**src/rtl/pre_fft_pkg.sv**
```systemverilog
// Shared defaults, FSM encoding and tag layout for the pre-FFT sample reader.
package pre_fft_pkg;

  localparam int unsigned FFT_N_DEF      = 256;
  localparam int unsigned MEM_LAT_DEF    = 2;
  localparam int unsigned FIFO_DEPTH_DEF = 4;
  localparam int unsigned ADDR_W_DEF     = 32;
  localparam int unsigned DATA_W_DEF     = 16;

  typedef enum logic [1:0] {
    ST_IDLE  = 2'd0,
    ST_FETCH = 2'd1,
    ST_DRAIN = 2'd2
  } state_t;

  // Per-slot bookkeeping that rides alongside an outstanding memory read.
  typedef struct packed {
    logic valid;
    logic pad;
    logic last;
  } tag_t;

endpackage

```
**src/rtl/sample_fifo.sv**
```systemverilog
// Synchronous show-ahead FIFO; head word is visible whenever the FIFO is non-empty.
module sample_fifo #(
  parameter int unsigned WIDTH = 17,
  parameter int unsigned DEPTH = 4
) (
  input  logic                         clk,
  input  logic                         rst,
  input  logic                         wr_en,
  input  logic [WIDTH-1:0]             wr_data,
  input  logic                         rd_en,
  output logic [WIDTH-1:0]             rd_data,
  output logic                         empty,
  output logic [$clog2(DEPTH+1)-1:0]   count
);

  localparam int unsigned AW = (DEPTH > 1) ? $clog2(DEPTH) : 1;
  localparam int unsigned CW = $clog2(DEPTH + 1);

  logic [WIDTH-1:0] mem [DEPTH];
  logic [AW-1:0]    wr_ptr;
  logic [AW-1:0]    rd_ptr;
  logic             do_wr;
  logic             do_rd;

  always_comb begin
    empty   = (count == '0);
    do_rd   = rd_en && !empty;
    // a pop in the same cycle frees the slot, so a full FIFO still accepts a write
    do_wr   = wr_en && ((count != CW'(DEPTH)) || do_rd);
    rd_data = empty ? '0 : mem[rd_ptr];
  end

  always_ff @(posedge clk) begin
    if (do_wr) begin
      mem[wr_ptr] <= wr_data;
    end
  end

  always_ff @(posedge clk) begin
    if (rst) begin
      wr_ptr <= '0;
      rd_ptr <= '0;
      count  <= '0;
    end else begin
      if (do_wr) begin
        wr_ptr <= (wr_ptr == AW'(DEPTH - 1)) ? '0 : wr_ptr + AW'(1);
      end
      if (do_rd) begin
        rd_ptr <= (rd_ptr == AW'(DEPTH - 1)) ? '0 : rd_ptr + AW'(1);
      end
      count <= count + CW'(do_wr) - CW'(do_rd);
    end
  end

endmodule

```
**src/rtl/frame_sample_reader.sv**
```systemverilog
// Reads one frame of samples from memory, zero-pads or truncates it to FFT_N,
// and streams it out through a credit-limited show-ahead buffer.
module frame_sample_reader
  import pre_fft_pkg::*;
#(
  parameter int unsigned FFT_N      = FFT_N_DEF,
  parameter int unsigned MEM_LAT    = MEM_LAT_DEF,
  parameter int unsigned FIFO_DEPTH = FIFO_DEPTH_DEF,
  parameter int unsigned ADDR_W     = ADDR_W_DEF,
  parameter int unsigned DATA_W     = DATA_W_DEF
) (
  input  logic              iclk,
  input  logic              irst,
  input  logic              i_frame_valid,
  output logic              o_frame_ready,
  input  logic [ADDR_W-1:0] i_frame_start,
  input  logic [ADDR_W-1:0] i_frame_end,
  output logic              o_mem_req,
  output logic [ADDR_W-1:0] o_mem_addr,
  input  logic [DATA_W-1:0] i_mem_rdata,
  output logic              o_valid,
  input  logic              i_ready,
  output logic [DATA_W-1:0] o_data,
  output logic              o_last,
  output logic              o_err,
  output logic              o_busy
);

  localparam int unsigned KW = (FFT_N > 1) ? $clog2(FFT_N) : 1;
  localparam int unsigned LW = $clog2(FFT_N + 1);
  // stage 0 captures the request edge, then MEM_LAT more edges until read data is valid
  localparam int unsigned TD = MEM_LAT + 1;
  localparam int unsigned CW = $clog2(FIFO_DEPTH + 1);
  localparam int unsigned IW = $clog2(FIFO_DEPTH + TD + 1);

  state_t            state;
  logic [ADDR_W-1:0] addr;
  logic [KW-1:0]     slot;
  logic [LW-1:0]     n_reads;
  logic              err;
  tag_t              tag_pipe [TD];
  logic [IW-1:0]     inflight;

  logic [CW-1:0]     fifo_count;
  logic              fifo_empty;
  logic [DATA_W:0]   fifo_head;
  logic [DATA_W:0]   fifo_wr_data;

  logic              accept;
  logic              order_ok;
  logic [ADDR_W:0]   frame_len;
  logic [LW-1:0]     read_limit;
  logic              pop;
  logic              credit;
  logic              issue;
  logic              is_read;
  logic              slot_last;
  tag_t              exit_tag;

  always_comb begin
    o_frame_ready = (state == ST_IDLE) && !irst;
    accept        = o_frame_ready && i_frame_valid;
    order_ok      = (i_frame_end >= i_frame_start);
    frame_len     = {1'b0, i_frame_end} - {1'b0, i_frame_start} + (ADDR_W+1)'(1);
    read_limit    = (frame_len > (ADDR_W+1)'(FFT_N)) ? LW'(FFT_N) : LW'(frame_len);

    o_valid   = !fifo_empty;
    pop       = o_valid && i_ready;
    // the head leaving this cycle is counted as free so a full-rate stream never stalls
    credit    = (IW'(fifo_count) - IW'(pop) + inflight) < IW'(FIFO_DEPTH);
    issue     = (state == ST_FETCH) && credit;
    is_read   = issue && (LW'(slot) < n_reads);
    slot_last = (slot == KW'(FFT_N - 1));

    o_mem_req  = is_read;
    o_mem_addr = is_read ? addr : '0;
    o_data     = fifo_head[DATA_W-1:0];
    o_last     = fifo_head[DATA_W];
    o_busy     = (state != ST_IDLE);
    o_err      = err;

    exit_tag     = tag_pipe[TD-1];
    fifo_wr_data = {exit_tag.last, exit_tag.pad ? {DATA_W{1'b0}} : i_mem_rdata};
  end

  always_ff @(posedge iclk) begin
    if (irst) begin
      state   <= ST_IDLE;
      addr    <= '0;
      slot    <= '0;
      n_reads <= '0;
      err     <= 1'b0;
    end else begin
      err <= 1'b0;
      case (state)
        ST_IDLE: begin
          if (accept) begin
            if (order_ok) begin
              addr    <= i_frame_start;
              n_reads <= read_limit;
              slot    <= '0;
              state   <= ST_FETCH;
            end else begin
              err <= 1'b1;
            end
          end
        end
        ST_FETCH: begin
          if (issue) begin
            slot <= slot + KW'(1);
            if (is_read) begin
              addr <= addr + ADDR_W'(1);
            end
            if (slot_last) begin
              state <= ST_DRAIN;
            end
          end
        end
        ST_DRAIN: begin
          if (pop && o_last) begin
            state <= ST_IDLE;
          end
        end
        default: state <= ST_IDLE;
      endcase
    end
  end

  always_ff @(posedge iclk) begin
    if (irst) begin
      for (int unsigned i = 0; i < TD; i++) begin
        tag_pipe[i] <= '0;
      end
      inflight <= '0;
    end else begin
      tag_pipe[0] <= '{valid: issue, pad: !is_read, last: issue && slot_last};
      for (int unsigned i = 1; i < TD; i++) begin
        tag_pipe[i] <= tag_pipe[i-1];
      end
      inflight <= inflight + IW'(issue) - IW'(exit_tag.valid);
    end
  end

  sample_fifo #(
    .WIDTH (DATA_W + 1),
    .DEPTH (FIFO_DEPTH)
  ) u_fifo (
    .clk     (iclk),
    .rst     (irst),
    .wr_en   (exit_tag.valid),
    .wr_data (fifo_wr_data),
    .rd_en   (pop),
    .rd_data (fifo_head),
    .empty   (fifo_empty),
    .count   (fifo_count)
  );

endmodule

```
**config.mk**
```make
export PLATFORM = sky130hd
export DESIGN_NAME = frame_sample_reader
export DESIGN_NICKNAME = d
export VERILOG_FILES = /design/src/rtl/pre_fft_pkg.sv /design/src/rtl/sample_fifo.sv /design/src/rtl/frame_sample_reader.sv
export SDC_FILE = /design/constraint.sdc
export NUM_CORES = 1
export LEC_CHECK = 0
export BUFFER_PORTS_ARGS = -buffer_cell sky130_fd_sc_hd__buf_2
export CAP_MARGIN = 20
export CORE_ASPECT_RATIO = 1.25
export CORE_MARGIN = 3
export CORE_UTILIZATION = 40
export DETAILED_ROUTE_END_ITERATION = 8
export HOLD_SLACK_MARGIN = 0.15
export PLACE_DENSITY_LB_ADDON = 0.3
export SYNTH_ARGS = -nofsm -noshare
export SYNTH_HDL_FRONTEND = slang
export SYNTH_SLANG_ARGS = --single-unit
```
**constraint.sdc**
```tcl
create_clock -name iclk -period 7.25 [get_ports iclk]
set_input_delay 0.725 -clock iclk [delete_from_list [all_inputs] [get_ports iclk]]
set_output_delay 0.725 -clock iclk [all_outputs]
set_load 0.01 [all_outputs]
```
[Yosys cells after proc, flatten, opt, wreduce, memory -nomap -nowiden]
Memories as Yosys holds them, arrays and structs flattened. A register that Yosys moved wholly into a read port is not among the register bits.
Index checks and enable logic that the tools add are counted.
Cells by class
  bitwise logic cells: 5
  eq/ne operators: 12
  $add $sub $neg: 12
  reductions and logical operators: 22
  $lt $le $gt $ge: 4
  mux-type cells: 32
Operators by type and width (count)
  $mux 32: 5
  $pmux 32 s2: 1
  $add 33x1->33 const B: 1
  $gt 33x9->1 const B: 1
  $sub 32x32->33: 1
  $add 32x1->32 const B: 1
  $ge 32x32->1: 1
  $mux 8: 3
  $mux 2: 9
  $mux 17: 1
  $mux 16: 1
  $pmux 8 s2: 1
  $ne 2x2->1 const B: 6
  $reduce_and 5->1: 2
  $logic_and 1x1->1: 9
  $lt 8x9->1: 1
  $mux 3: 3
  $mux 9: 1
  $sub 3x1->3: 3
  $add 8x1->8 const B: 1
  $eq 8x8->1 const B: 1
  $add 3x1->3: 2
  $eq 2x2->1 const B: 3
  $mux 1: 6
  other kinds (16): 23
Word-level totals
  register bits: 62
  RAM bits: 77
  output and inout port bits: 54
  memories: 2
  bits of input ports: 84
  word-level logic and storage cells: 98
Memories
  u_fifo.mem: words 4, bits a word 17, rd ports 1, clocked after memory_dff 1, write ports 1, RTL line sample_fifo.sv:19  | logic [WIDTH-1:0] mem [DEPTH];
  tag_pipe: words 3, bits a word 3, rd ports 3, clocked after memory_dff 0, write ports 3, RTL line frame_sample_reader.sv:41  | tag_t tag_pipe [TD];

[Longest topological paths before layout]
Gate-level depths: netlist of the first run.
  depth after elaboration: 11
  mapped depth: 18
  depth with buffers taken out: 18

[By module]
A second synthesis of the first run with hierarchy kept.
Second synthesis, totals
  cell total of the unflattened synthesis: 1193
  area, all modules: 10518.8 um^2
By module, submodules not included
  frame_sample_reader: area an instance 7470.9 um^2, seq. area each 1281.2 um^2, cells each 1038, times used 1
  sample_fifo: area an instance 3047.9 um^2, seq. area each 2222.1 um^2, cells each 155, times used 1

[Worst setup path after synthesis of the first run]
OpenSTA, ideal clock, no wires.
  path kind: input to register
  start point: input port i_frame_start[1]
  end point: register n_reads[0]
  path slack: 3153 ps
  cell stages on the path: 16
  path buffers: 1
  arrival: 4021 ps
  setup time: 76 ps
  required time: 7174 ps
  path through: inv_1 -> ha_1 -> inv_1 -> ha_1 -> inv_1 -> fa_1 -> o21bai_1 -> nand3_1 -> a2111oi_4 -> o311ai_2 -> a21oi_1 -> o21ai_0 -> a2111o_1 -> or4b_1 -> buf_2 -> o22ai_1
On the way
  cells in the longest elaborated chain, start to end: 4
  elaborated cells on any way between the ends: 6
  classes of those cells: 2 x add/sub; 2 x order compare; 1 x mux; 1 x reduce/logical
Ends and longest elaborated chain
  from (decl): RTL line frame_sample_reader.sv:16  | input logic [ADDR_W-1:0] i_frame_start,
  $sub 32x32->33: RTL line frame_sample_reader.sv:64  | frame_len = {1'b0, i_frame_end} - {1'b0, i_frame_start} + (ADDR_W+1)'(1);
  $add 33x1->33: RTL line frame_sample_reader.sv:64
  $gt 33x9->1: RTL line frame_sample_reader.sv:65  | read_limit = (frame_len > (ADDR_W+1)'(FFT_N)) ? LW'(FFT_N) : LW'(frame_len);
  $mux 9: RTL line frame_sample_reader.sv:65
  to (signal assigned): RTL line frame_sample_reader.sv:100  | n_reads <= read_limit;
  to (decl): RTL line frame_sample_reader.sv:39  | logic [LW-1:0] n_reads;
Several ways; a longest one is shown, not always the timed one.
A chain may end at the register's enable or synchronous reset.

[Worst setup path in the final report of the first run]
  start point: register u_fifo.count[1]
  end point: output port o_mem_addr[10]
On the way
  cells in the longest elaborated chain, start to end: 9
Ends and longest elaborated chain
  from (decl): RTL line sample_fifo.sv:13  | output logic [$clog2(DEPTH+1)-1:0] count
  from (signal assigned): RTL line sample_fifo.sv:51  | count <= count + CW'(do_wr) - CW'(do_rd);
  $logic_not 3->1: RTL line sample_fifo.sv:26  | empty = (count == '0);
  $logic_not 1->1: RTL line frame_sample_reader.sv:67  | o_valid = !fifo_empty;
  $logic_and 1x1->1: RTL line frame_sample_reader.sv:68  | pop = o_valid && i_ready;
  $sub 3x1->3 (*): RTL line frame_sample_reader.sv:70  | credit = (IW'(fifo_count) - IW'(pop) + inflight) < IW'(FIFO_DEPTH);
  $add 3x3->3 (*): RTL line frame_sample_reader.sv:70
  $lt 3x3->1 (*): RTL line frame_sample_reader.sv:70
  $logic_and 1x1->1 (*): RTL line frame_sample_reader.sv:71  | issue = (state == ST_FETCH) && credit;
  $logic_and 1x1->1 (*): RTL line frame_sample_reader.sv:72  | is_read = issue && (LW'(slot) < n_reads);
  $mux 32 (*): RTL line frame_sample_reader.sv:76  | o_mem_addr = is_read ? addr : '0;
  to (decl): RTL line frame_sample_reader.sv:19  | output logic [ADDR_W-1:0] o_mem_addr,
Every way passes the cells marked *; elsewhere a longest branch is shown, timed or not.

==> implementation parameters, run 1 <==
Parameter                              Value

Die
  Number of cell rows ... 64
  # IOs ... 138
  Initial Util ... 0.4086
  Die Footprint ... 0.02715 sq mm
  Die Width ... 148.0 um
  Core Area ... 0.02466 sq mm
  Die boundary height ... 183.5 um

Critical path
  Critical path required time ... 6520 ps
  FF-to-FF setup slack ... 3110 ps
  Worst reg2reg endpoint ... inflight[2]
  Crit Reg-Reg Startpoint ... u_fifo.count[1]
  R2r worst-path depth ... 18
  CP startpoint kind ... flip-flop
  CP Capture Type ... primary output
  Arr. time, crit path ... 3910 ps
  Worst-path maximum fanout ... 34
  Path type of the worst setup path ... reg -> out

Layout
  Layout cell share with drive strength beyond 1 ... 0.1830
  Total Nets Final ... 1408
  Total of fill cells in the finished design ... 2433
  Final instance count without filler cells ... 1566
  Top library cells by usage in the layout, fill and taps aside ... buf_2, inv_1, a21oi_1
  Most frequent standard cell in the layout excluding fill and tap cells ... buf_2
  Area of all placed cells without fillers ... 0.01164 sq mm
  Syn-to-layout area delta ... 15.49%

Power and ir drop
  Internal power ... 1755 uW
  Combinational share of power ... 0.316
  NetSw ... 910.0 uW
  Power share of the clock group ... 0.332
  VDD IR max ... 0.1368 mV
  Final Power ... 2665 uW
  Power density relative to cell area ... 229.0 mW/mm^2
  Switching Share ... 0.3414
  Static power due to leakage ... 0.004842 uW
  Part of the total power dissipated in sequential elements ... 0.352

Detailed routing
  Post-detailed-route DRC marker count ... 0
  Total number of vias ... 8818
  Drt via density ... 5.631
  Remaining number of nets flagged by the antenna check after routing ... 0
  First-pass iteration count of the detailed router ... 5
  Routed wire length ... 28730 um
  Routed WL per cell ... 18.35 um
  Iter 0 DRT Violations ... 674

Global route
  Antenna violations before repair ... 3
  Largest net degree at the start of global routing ... 65
  GR met2 Demand/Resource ... 0.3615
  GRT overflow ... 0
  Global-route layer with the greatest usage ... met2
  Grt met3 use ... 0.03625
  Number of global-route vias before repair ... 8672
  GR Util All Layers ... 0.2097
  First-pass GRT wire length ... 45370 um
  Met1 Track Usage GR ... 0.2604

Timing
  Transition time at the pin with the least slew margin ... 941.5 ps
  Clock tree skew after final layout ... 10.54 ps
  Count of final max-slew check failures ... 0
  Tightest hold margin ... 437.2 ps
  Count of final hold-check violations ... 0
  Post-layout minimum cycle time ... 4638 ps
  Setup repair after global routing missed its margin ... no
  F_max ... 215.6 MHz
  Tcrit/Tclk final ... 0.6397
  Worst relative slew slack ... 0.3681
  Setup violators final ... 0
  Final TNS setup ... 0 ps

Synth
  Mapped Cells ... 1109
  Area leader, netlist ... edfxtp_1
  Post-synth cell types ... 71
  Sequential area share after synthesis ... 0.3476
  Biggest area contributors in the synthesized netlist ... edfxtp_1, dfxtp_1, ha_1
  Synth Cell Area ... 0.01008 sq mm
  Share of flip-flops with an asynchronous set or reset after synthesis ... 0
  Flip-flop and latch count after synthesis ... 141
  Mean cell area of the mapped netlist ... 9.088 sq um
  Top flip-flop cell by instance count after synthesis ... dfxtp_1
  Total nets after synthesis ... 1295
  Number of flops mapped to enable cells by yosys ... 68
  Portion of synthesized cell area occupied by the leading cell type ... 0.2026
  Yosys Warn Count ... 0

Min path
  Path type of the worst min-delay path ... reg -> reg
  Worst min-delay path endpoint ... tag_pipe[0][7]
  Hold path start ... tag_pipe[0][4]
  Cells on Worst Hold Path ... 1

Clocking
  CTS H-tree lvls ... 4
  CTS clock-pin slew for the worst setup and hold paths ... 60 ps
  # resized after CTS ... 0
  Number of setup buffers added after CTS ... 0
  Sinks on Clock Net ... 141
  Post-cts hold buffer count ... 0
  Clock root cell ... clkbuf_16
  Clock latency at the later pin of the worst-skew pair ... 420 ps
  CTS tree ... built
  Number of buffers created by CTS ... 17
  Buffer levels on the longest clock path ... 2

Flow run
  Max_cap viols ... 0

Status
  Outcome ... completed

Place
  Routability congestion estimate ... 0.9897
  Cell Count Post-Placement ... 1533
  Standard cell area after detailed placement ... 0.01103 sq mm
  Half-perimeter wire length after placement ... 22180 um
  Port Buffer Count ... 137
critical path, cell delays in order (launching register included):
cell	delay, ps
dfxtp_1	340
inv_1	120
nand3_1	520
nand2_1	350
inv_1	100
ha_1	230
inv_1	80
ha_1	220
a31oi_1	190
xnor2_1	250
nand2_1	270
a21oi_2	170
buf_4	320
and2_1	180
buf_2	130
per-layer routing:
| layer | up-vias | wire, um |
|---|---|---|
| met3 | 49 | 1788 |
| met5 | - | 27 |
| met4 | 4 | 1154 |
| met2 | 309 | 14110 |
| li1 | 4272 | - |
| met1 | 4184 | 11650 |
kinds of logic after synthesis:
| family | Yosys count | synth area share |
|---|---|---|
| AOI/OAI and AO/OA | 282 | 0.1903 |
| xor gates and xnor gates | 20 | 0.01738 |
| adders and majority gates | 102 | 0.1400 |
| buffers and inverters | 142 | 0.05475 |
| DFF | 141 | 0.3476 |
| muxes | 22 | 0.04296 |
| and+or+nand+nor | 400 | 0.2070 |
area by class of cell:
type,count,area [sq um],area share
Antenna cell,1,2.502,0.0002150
Clock buffer,17,425.4,0.03655
Clock inverter,15,180.2,0.01548
Inverter,92,345.3,0.02967
Multi-Input combinational cell,826,6032,0.5182
Sequential cell,141,3503,0.3010
Tap cell,330,412.9,0.03547
Timing Repair Buffer,144,738.2,0.06342
flip-flops by register name, summed over array words and instances, names as in the netlist, 3 cells and up, named ones only:
name,count
inflight,3
u_fifo.count,3
n_reads,9
addr,32
u_fifo.mem,68
tag_pipe,9
slot,8
stage by stage:
| stage | util | setup slack, ps |
|---|---|---|
| final | 0.4719 | 2612 |
| after global routing | 0.4718 | 2262 |
| after CTS | 0.4718 | 2576 |
| after detailed placement | 0.4473 | 2444 |
| after global placement | 0.4473 | 2468 |
| after floorplan | - | 3153 |
how the worst max path moves through the flow:
stage | from | to | slack (ps) | cells after the start
after global placement | i_frame_start[1] | n_reads[1] | 2470 | 16
after CTS | u_fifo.count[1] | o_mem_addr[10] | 2580 | 14
after floorplan | i_frame_start[1] | n_reads[0] | 3150 | 16
final | u_fifo.count[1] | o_mem_addr[10] | 2610 | 14
after detailed placement | i_frame_start[1] | n_reads[3] | 2440 | 16
after global routing | u_fifo.count[1] | o_mem_addr[31] | 2260 | 14
cell usage after synthesis (all sizes together) (4+ instances only):
cell type and n:
or2 9, o22ai 9, a211oi 9, a41oi 4
dfxtp 73, nor2 85, o32ai 13, buf 7
a21oi 93, nor4 11, a22oi 4, a2111oi 5
nand4b 5, xor2 11, mux4 17, edfxtp 68
nor4b 4, nor2b 30, mux2i 5, xnor2 9
o21ai 46, o221ai 5, o211ai 10, ha 84
a31o 4, nand2 75, fa 18, and2 59
nand2b 13, or3 8, nor3b 4, o221a 10
o21a 5, nand4 22, a211o 4, clkbuf 43
a21o 17, o211a 4, inv 92, and3 12
nor3 23, nand3 31, a31oi 14
power by group through the flow:
| stage | registers (uW) | logic (uW) | clock network, uW |
|---|---|---|---|
| 6_report | 939 | 843 | 884 |
| 5_1_grt | 948 | 937 | 930 |
| 4_1_cts | 940 | 843 | 900 |
| 3_5_place_dp | 957 | 837 | 0 |
| 3_3_place_gp | 956 | 828 | 0 |
| 2_1_floorplan | 926 | 609 | 0 |
No activity file was read; power rests on OpenSTA's default activity.
==> run 2: changes to the inputs <==
- ABC_AREA: default -> 1
- clock period: 7.25 -> 4.6 ns (I/O delays scaled with it)
==> run 2 against run 1 <==
First-iteration DRC count shrank 7.7%. Final cell count grew 33%. Sequential share of layout area shrank 1.7 points. Combinational power grew 140%. Die area grew 6.0%. Design area grew 6.1%. Sequential cell count is the same. Global-route usage grew 0.27 points. Utilization is essentially flat. Highest routed layer unchanged.
==> implementation parameters, run 2 <==
Parameter                              Value

Die
  Die boundary height ... 189.0 um
  Die Footprint ... 0.02879 sq mm
  Die Width ... 152.4 um
  # IOs ... 138
  Core Area ... 0.02618 sq mm
  Number of cell rows ... 66
  Initial Util ... 0.4092

Timing
  Transition time at the pin with the least slew margin ... 1061 ps
  Count of final hold-check violations ... 0
  Final TNS setup ... 0 ps
  Worst relative slew slack ... 0.2917
  Setup violators final ... 0
  Setup repair after global routing missed its margin ... no
  Count of final max-slew check failures ... 0
  Post-layout minimum cycle time ... 4118 ps
  F_max ... 242.9 MHz
  Tightest hold margin ... 399.8 ps
  Tcrit/Tclk final ... 0.8952
  Clock tree skew after final layout ... 12.91 ps

Critical path
  CP startpoint kind ... flip-flop
  Crit Reg-Reg Startpoint ... u_fifo.count[1]
  Critical path required time ... 4140 ps
  R2r worst-path depth ... 17
  Worst-path maximum fanout ... 23
  Path type of the worst setup path ... reg -> out
  Arr. time, crit path ... 3660 ps
  FF-to-FF setup slack ... 880 ps
  Worst reg2reg endpoint ... addr[9]
  CP Capture Type ... primary output

Layout
  Total area of sequential cells ... 0.003503 sq mm
  Share of the core filled with cells in the final layout ... 0.4717
  Area used by multi-input combinational logic ... 0.006011 sq mm
  Layout cell share with drive strength beyond 1 ... 0.1105
  Final instance count without filler cells ... 2078
  Total of fill cells in the finished design ... 2700
  Syn-to-layout area delta ... 15.27%
  Top library cells by usage in the layout, fill and taps aside ... nand2_1, nor2_1, inv_1
  Most frequent standard cell in the layout excluding fill and tap cells ... nand2_1
  Max reg flops ... 68
  Largest registers ... u_fifo.mem (68), addr (32)
  Antenna Diode Count ... 0
  Total Nets Final ... 1911
  Largest register by flop count ... u_fifo.mem

Detailed routing
  Post-detailed-route DRC marker count ... 0
  First-pass iteration count of the detailed router ... 5
  Iter 0 DRT Violations ... 622
  Total number of vias ... 10269
  Routed WL per cell ... 14.77 um
  Drt via density ... 4.942
  Remaining number of nets flagged by the antenna check after routing ... 0
  Routed wire length ... 30700 um

Synth
  Yosys Warn Count ... 0
  Area leader, netlist ... edfxtp_1
  Flip-flop and latch count after synthesis ... 141
  Biggest area contributors in the synthesized netlist ... edfxtp_1, dfxtp_1, nand2_1
  Commonest cells in the synthesized netlist ... nand2_1, nor2_1, inv_1, a21oi_1, ha_1
  Synth Cell Area ... 0.01071 sq mm
  Total nets after synthesis ... 1786
  Number of flops mapped to enable cells by yosys ... 68
  Mapped Cells ... 1600
  Most frequent cell after synthesis ... nand2_1
  Portion of synthesized cell area occupied by the leading cell type ... 0.1906
  Sequential area share after synthesis ... 0.3271
  Mean cell area of the mapped netlist ... 6.695 sq um
  Top flip-flop cell by instance count after synthesis ... dfxtp_1
  Share of flip-flops with an asynchronous set or reset after synthesis ... 0
  Post-synth cell types ... 41

Min path
  Cells on Worst Hold Path ... 2
  Path type of the worst min-delay path ... reg -> reg
  Hold path start ... tag_pipe[0][0]
  Worst min-delay path endpoint ... tag_pipe[0][3]

Clocking
  Clock root cell ... clkbuf_16
  Buffer levels on the longest clock path ... 2
  CTS clock-pin slew for the worst setup and hold paths ... 60 ps
  Post-cts hold buffer count ... 0
  CTS tree ... built
  Number of setup buffers added after CTS ... 0
  # resized after CTS ... 0
  Sinks on Clock Net ... 141
  Number of buffers created by CTS ... 17
  CTS H-tree lvls ... 4
  Clock latency at the later pin of the worst-skew pair ... 420 ps

Global route
  Antenna violations before repair ... 1
  GRT overflow ... 0
  Largest net degree at the start of global routing ... 61
  Number of global-route vias before repair ... 10047
  First-pass GRT wire length ... 49710 um
  GR Util All Layers ... 0.2124

Power and ir drop
  Final Power ... 4997 uW
  Power density relative to cell area ... 404.7 mW/mm^2
  VDD IR max ... 0.2621 mV
  Static power due to leakage ... 0.006112 uW

Place
  Half-perimeter wire length after placement ... 24070 um
  Routability congestion estimate ... 1.003
  Cell Count Post-Placement ... 2046
  Port Buffer Count ... 137

Status
  Outcome ... completed

Flow run
  Max_cap viols ... 0
[run 2: cell count changes after synthesis, sizes merged, moves of 22 or more]
cell,delta
nor2b,-30
xor2,+22
o21ai,+25
nand3,+47
nand2,+310
nor2,+220
and2,-57
inv,+185
[run 2: cell families (layout without fill, tap and decap cells)]
family                   Yosys count  count (layout)  share of synthesized area
flip-flops                       141             141                     0.3271
AND/OR/NAND/NOR                  829             829                     0.3127
AO/OA/AOI/OAI                    173             173                    0.08480
buffers and inverters            318             456                     0.1134
XOR/XNOR                          37              37                    0.03025
adder cells (fa/ha/maj)          102             102                     0.1318
[run 2: power breakdown]
part	switching, uW	internal (uW)
sequential	129	1460
clock	580	836
combinational	1320	669
total	2030	2970
[run 2: per-stage QoR]
stage               instance area (sq um)  setup WS [ps]
CTS                                 12350          454.6
global route                        12350          76.22
finish                              12350          482.3
global placement                    11730          970.5
floorplan                           10710           1253
detailed placement                  11730          920.6
[run 2: cell type report]
class | count | share of cell area
Timing Repair Buffer | 145 | 0.06040
Clock inverter | 14 | 0.01419
Tap cell | 340 | 0.03445
Sequential cell | 141 | 0.2837
Inverter | 279 | 0.08482
Clock buffer | 18 | 0.03557
Multi-Input combinational cell | 1141 | 0.4868
[run 2: worst max-delay path, cell delays in order (launching register included)]
cell and delay [ps]:
dfxtp_1 420, nor2_1 80, nand2_1 80, clkinv_1 80, nor2_1 230, ha_1 250, inv_1 50, ha_1 270
a31o_2 250, xnor2_1 230, nand2_1 160, or2_1 430, buf_4 310, nor2_1 210, buf_2 180
[run 2: routing by layer]
layer / up-vias / wire length, um / track usage
met2: 303 / 15030 / 0.3717
met3: 53 / 1601 / 0.04230
met5: - / 13 / 0
met1: 4639 / 13060 / 0.2587
met4: 2 / 986 / 0.07921
li1: 5272 / - / -
[run 2: worst max-delay path by stage]
stage,startpoint,end,slack (ps)
floorplan,u_fifo.count[1],inflight[2],1250
global placement,u_fifo.count[1],addr[18],970
detailed placement,u_fifo.count[1],addr[18],920
CTS,u_fifo.count[1],o_mem_addr[5],450
global route,u_fifo.count[1],o_mem_addr[3],80
finish,u_fifo.count[1],o_mem_addr[2],480
==> run 3: changes to the inputs <==
- ABC_AREA: 1 -> 0
==> run 3 against run 2 <==
Combinational power is 31% lower. Wire length is 4.3% lower. Via count is 13% lower. Clock power hardly changed. Critical path depth is 2 higher. First-iteration DRC count is 7.9% lower. Largest cell class unchanged. Clock skew is 0.94 ps lower. Non-clock buffer count is 16 higher. Maximum frequency is 1.7% higher.
==> implementation parameters, run 3 (synthesis results as in run 1) <==
Parameter                              Value

Timing
  Setup violators final ... 0
  F_max ... 246.9 MHz
  Count of final hold-check violations ... 0
  Worst relative slew slack ... 0.3796
  Setup repair after global routing missed its margin ... no
  Clock tree skew after final layout ... 11.97 ps
  Tcrit/Tclk final ... 0.8806
  Post-layout minimum cycle time ... 4051 ps
  Transition time at the pin with the least slew margin ... 929.5 ps
  Final TNS setup ... 0 ps
  Count of final max-slew check failures ... 0

Critical path
  Arr. time, crit path ... 4400 ps
  FF-to-FF setup slack ... 830 ps
  Crit-path max cell delay ... 680 ps
  Path type of the worst setup path ... in -> reg
  List of cells traversed by the critical path ... buf_2 > inv_1 > ha_1 > inv_1 > ha_1 > inv_1 > fa_1 > o21bai_1 > nand3_1 > a211oi_1 > o21ai_1 > a21oi_1 > o21ai_0 > a2111oi_0 > or4b_1 > o22ai_1
  Critical path required time ... 4950 ps
  CP Capture Type ... flip-flop
  CP startpoint kind ... input port
  Worst-path maximum fanout ... 8
  Cell at the slowest stage of the critical path ... or4b_1
  Cell occurring most often along the worst timing path ... inv_1

Layout
  Antenna Diode Count ... 0
  Layout cell share with drive strength beyond 1 ... 0.1949
  Total of fill cells in the finished design ... 2449
  Max reg flops ... 68
  Largest register by flop count ... u_fifo.mem
  Most frequent standard cell in the layout excluding fill and tap cells ... buf_2
  Syn-to-layout area delta ... 16.82%
  Total Nets Final ... 1425
  Area of all placed cells without fillers ... 0.01177 sq mm
  Top library cells by usage in the layout, fill and taps aside ... buf_2, inv_1, a21oi_1
  Largest registers ... u_fifo.mem (68), addr (32)

Clocking
  CTS tree ... built
  Number of buffers created by CTS ... 17
  Clock latency at the later pin of the worst-skew pair ... 430 ps
  Sinks on Clock Net ... 141
  Buffer levels on the longest clock path ... 2
  Clock root cell ... clkbuf_16
  CTS clock-pin slew for the worst setup and hold paths ... 70 ps
  Post-cts hold buffer count ... 0
  Number of setup buffers added after CTS ... 0
  # resized after CTS ... 0
  CTS H-tree lvls ... 4

Detailed routing
  Routed wire length ... 29380 um
  Routed WL per cell ... 18.57 um
  Iter 0 DRT Violations ... 573
  Drt via density ... 5.659
  Remaining number of nets flagged by the antenna check after routing ... 0
  Post-detailed-route DRC marker count ... 0
  First-pass iteration count of the detailed router ... 6
  Total number of vias ... 8952

Global route
  Number of global-route vias before repair ... 8901
  Antenna violations before repair ... 4
  Global-route layer with the greatest usage ... met2
  First-pass GRT wire length ... 46510 um
  GR met2 Demand/Resource ... 0.3684
  GRT overflow ... 0
  Largest net degree at the start of global routing ... 65
  GR Util All Layers ... 0.2146
  Met1 Track Usage GR ... 0.2593
  Grt met3 use ... 0.03798

Die
  Die Width ... 148.0 um
  Die boundary height ... 183.5 um
  Core Area ... 0.02466 sq mm
  Number of cell rows ... 64
  # IOs ... 138
  Initial Util ... 0.4086
  Die Footprint ... 0.02715 sq mm

Power and ir drop
  Power density relative to cell area ... 360.6 mW/mm^2
  VDD IR max ... 0.2218 mV
  Static power due to leakage ... 0.004930 uW

Place
  Port Buffer Count ... 137
  Standard cell area after detailed placement ... 0.01117 sq mm
  Half-perimeter wire length after placement ... 22660 um
  Routability congestion estimate ... 0.9905

Min path
  Path type of the worst min-delay path ... in -> reg

Flow run
  Max_cap viols ... 0

Status
  Outcome ... completed
## run 3: metrics by stage
stage	total power [uW]	std cells	hold WS, ps	setup WS, ps	utilization
final	4246	1582	384.9	549.2	0.4774
after global routing	4486	1582	403.0	117.1	0.4774
after CTS	4271	1582	361.9	510.2	0.4774
after detailed placement	2869	1550	425.0	173.7	0.4530
after global placement	2850	1550	416.5	282.5	0.4530
after floorplan	2420	1109	413.8	767.9	-
## run 3: layer usage
metal / part of all wire / vias to the layer above
li1: - / 4306
met1: 0.40 / 4252
met2: 0.49 / 310
met3: 0.054 / 78
met4: 0.048 / 6
met5: 0.0014 / -
## run 3: final cells by class
type / count / area [sq um] / share of cell area
clock buffers: 17 / 425.4 / 0.03613
repair buffers: 161 / 878.3 / 0.07460
clock inverters: 15 / 176.4 / 0.01498
inverters: 92 / 345.3 / 0.02933
multi-input cells: 826 / 6032 / 0.5123
flip-flops and latches: 141 / 3503 / 0.2976
well taps: 330 / 412.9 / 0.03507
## run 3: final timing paths
kind,cells past startpoint,endpoint,startpoint
worst max-delay path,16,n_reads[7],i_frame_start[1]
worst min-delay path,3,addr[6],i_frame_start[6]
worst max register to register,19,inflight[2],u_fifo.count[1]
worst min register to register,1,tag_pipe[0][7],tag_pipe[0][4]
## run 3: worst max-delay path: cells and delay by family
| family | cells | cell delay [ps] |
|---|---|---|
| AND/OR/NAND/NOR | 2 | 940 |
| adder cells (fa/ha/maj) | 3 | 860 |
| buffers and inverters | 4 | 260 |
| AO/OA/AOI/OAI | 7 | 1870 |
## run 3: where the power goes
| group | switching, uW | internal [uW] | leakage [uW] | total (uW) |
|---|---|---|---|---|
| clock | 655 | 739 | 0.000296 | 1390 |
| sequential | 87.9 | 1390 | 0.00121 | 1470 |
| combinational | 784 | 593 | 0.00343 | 1380 |
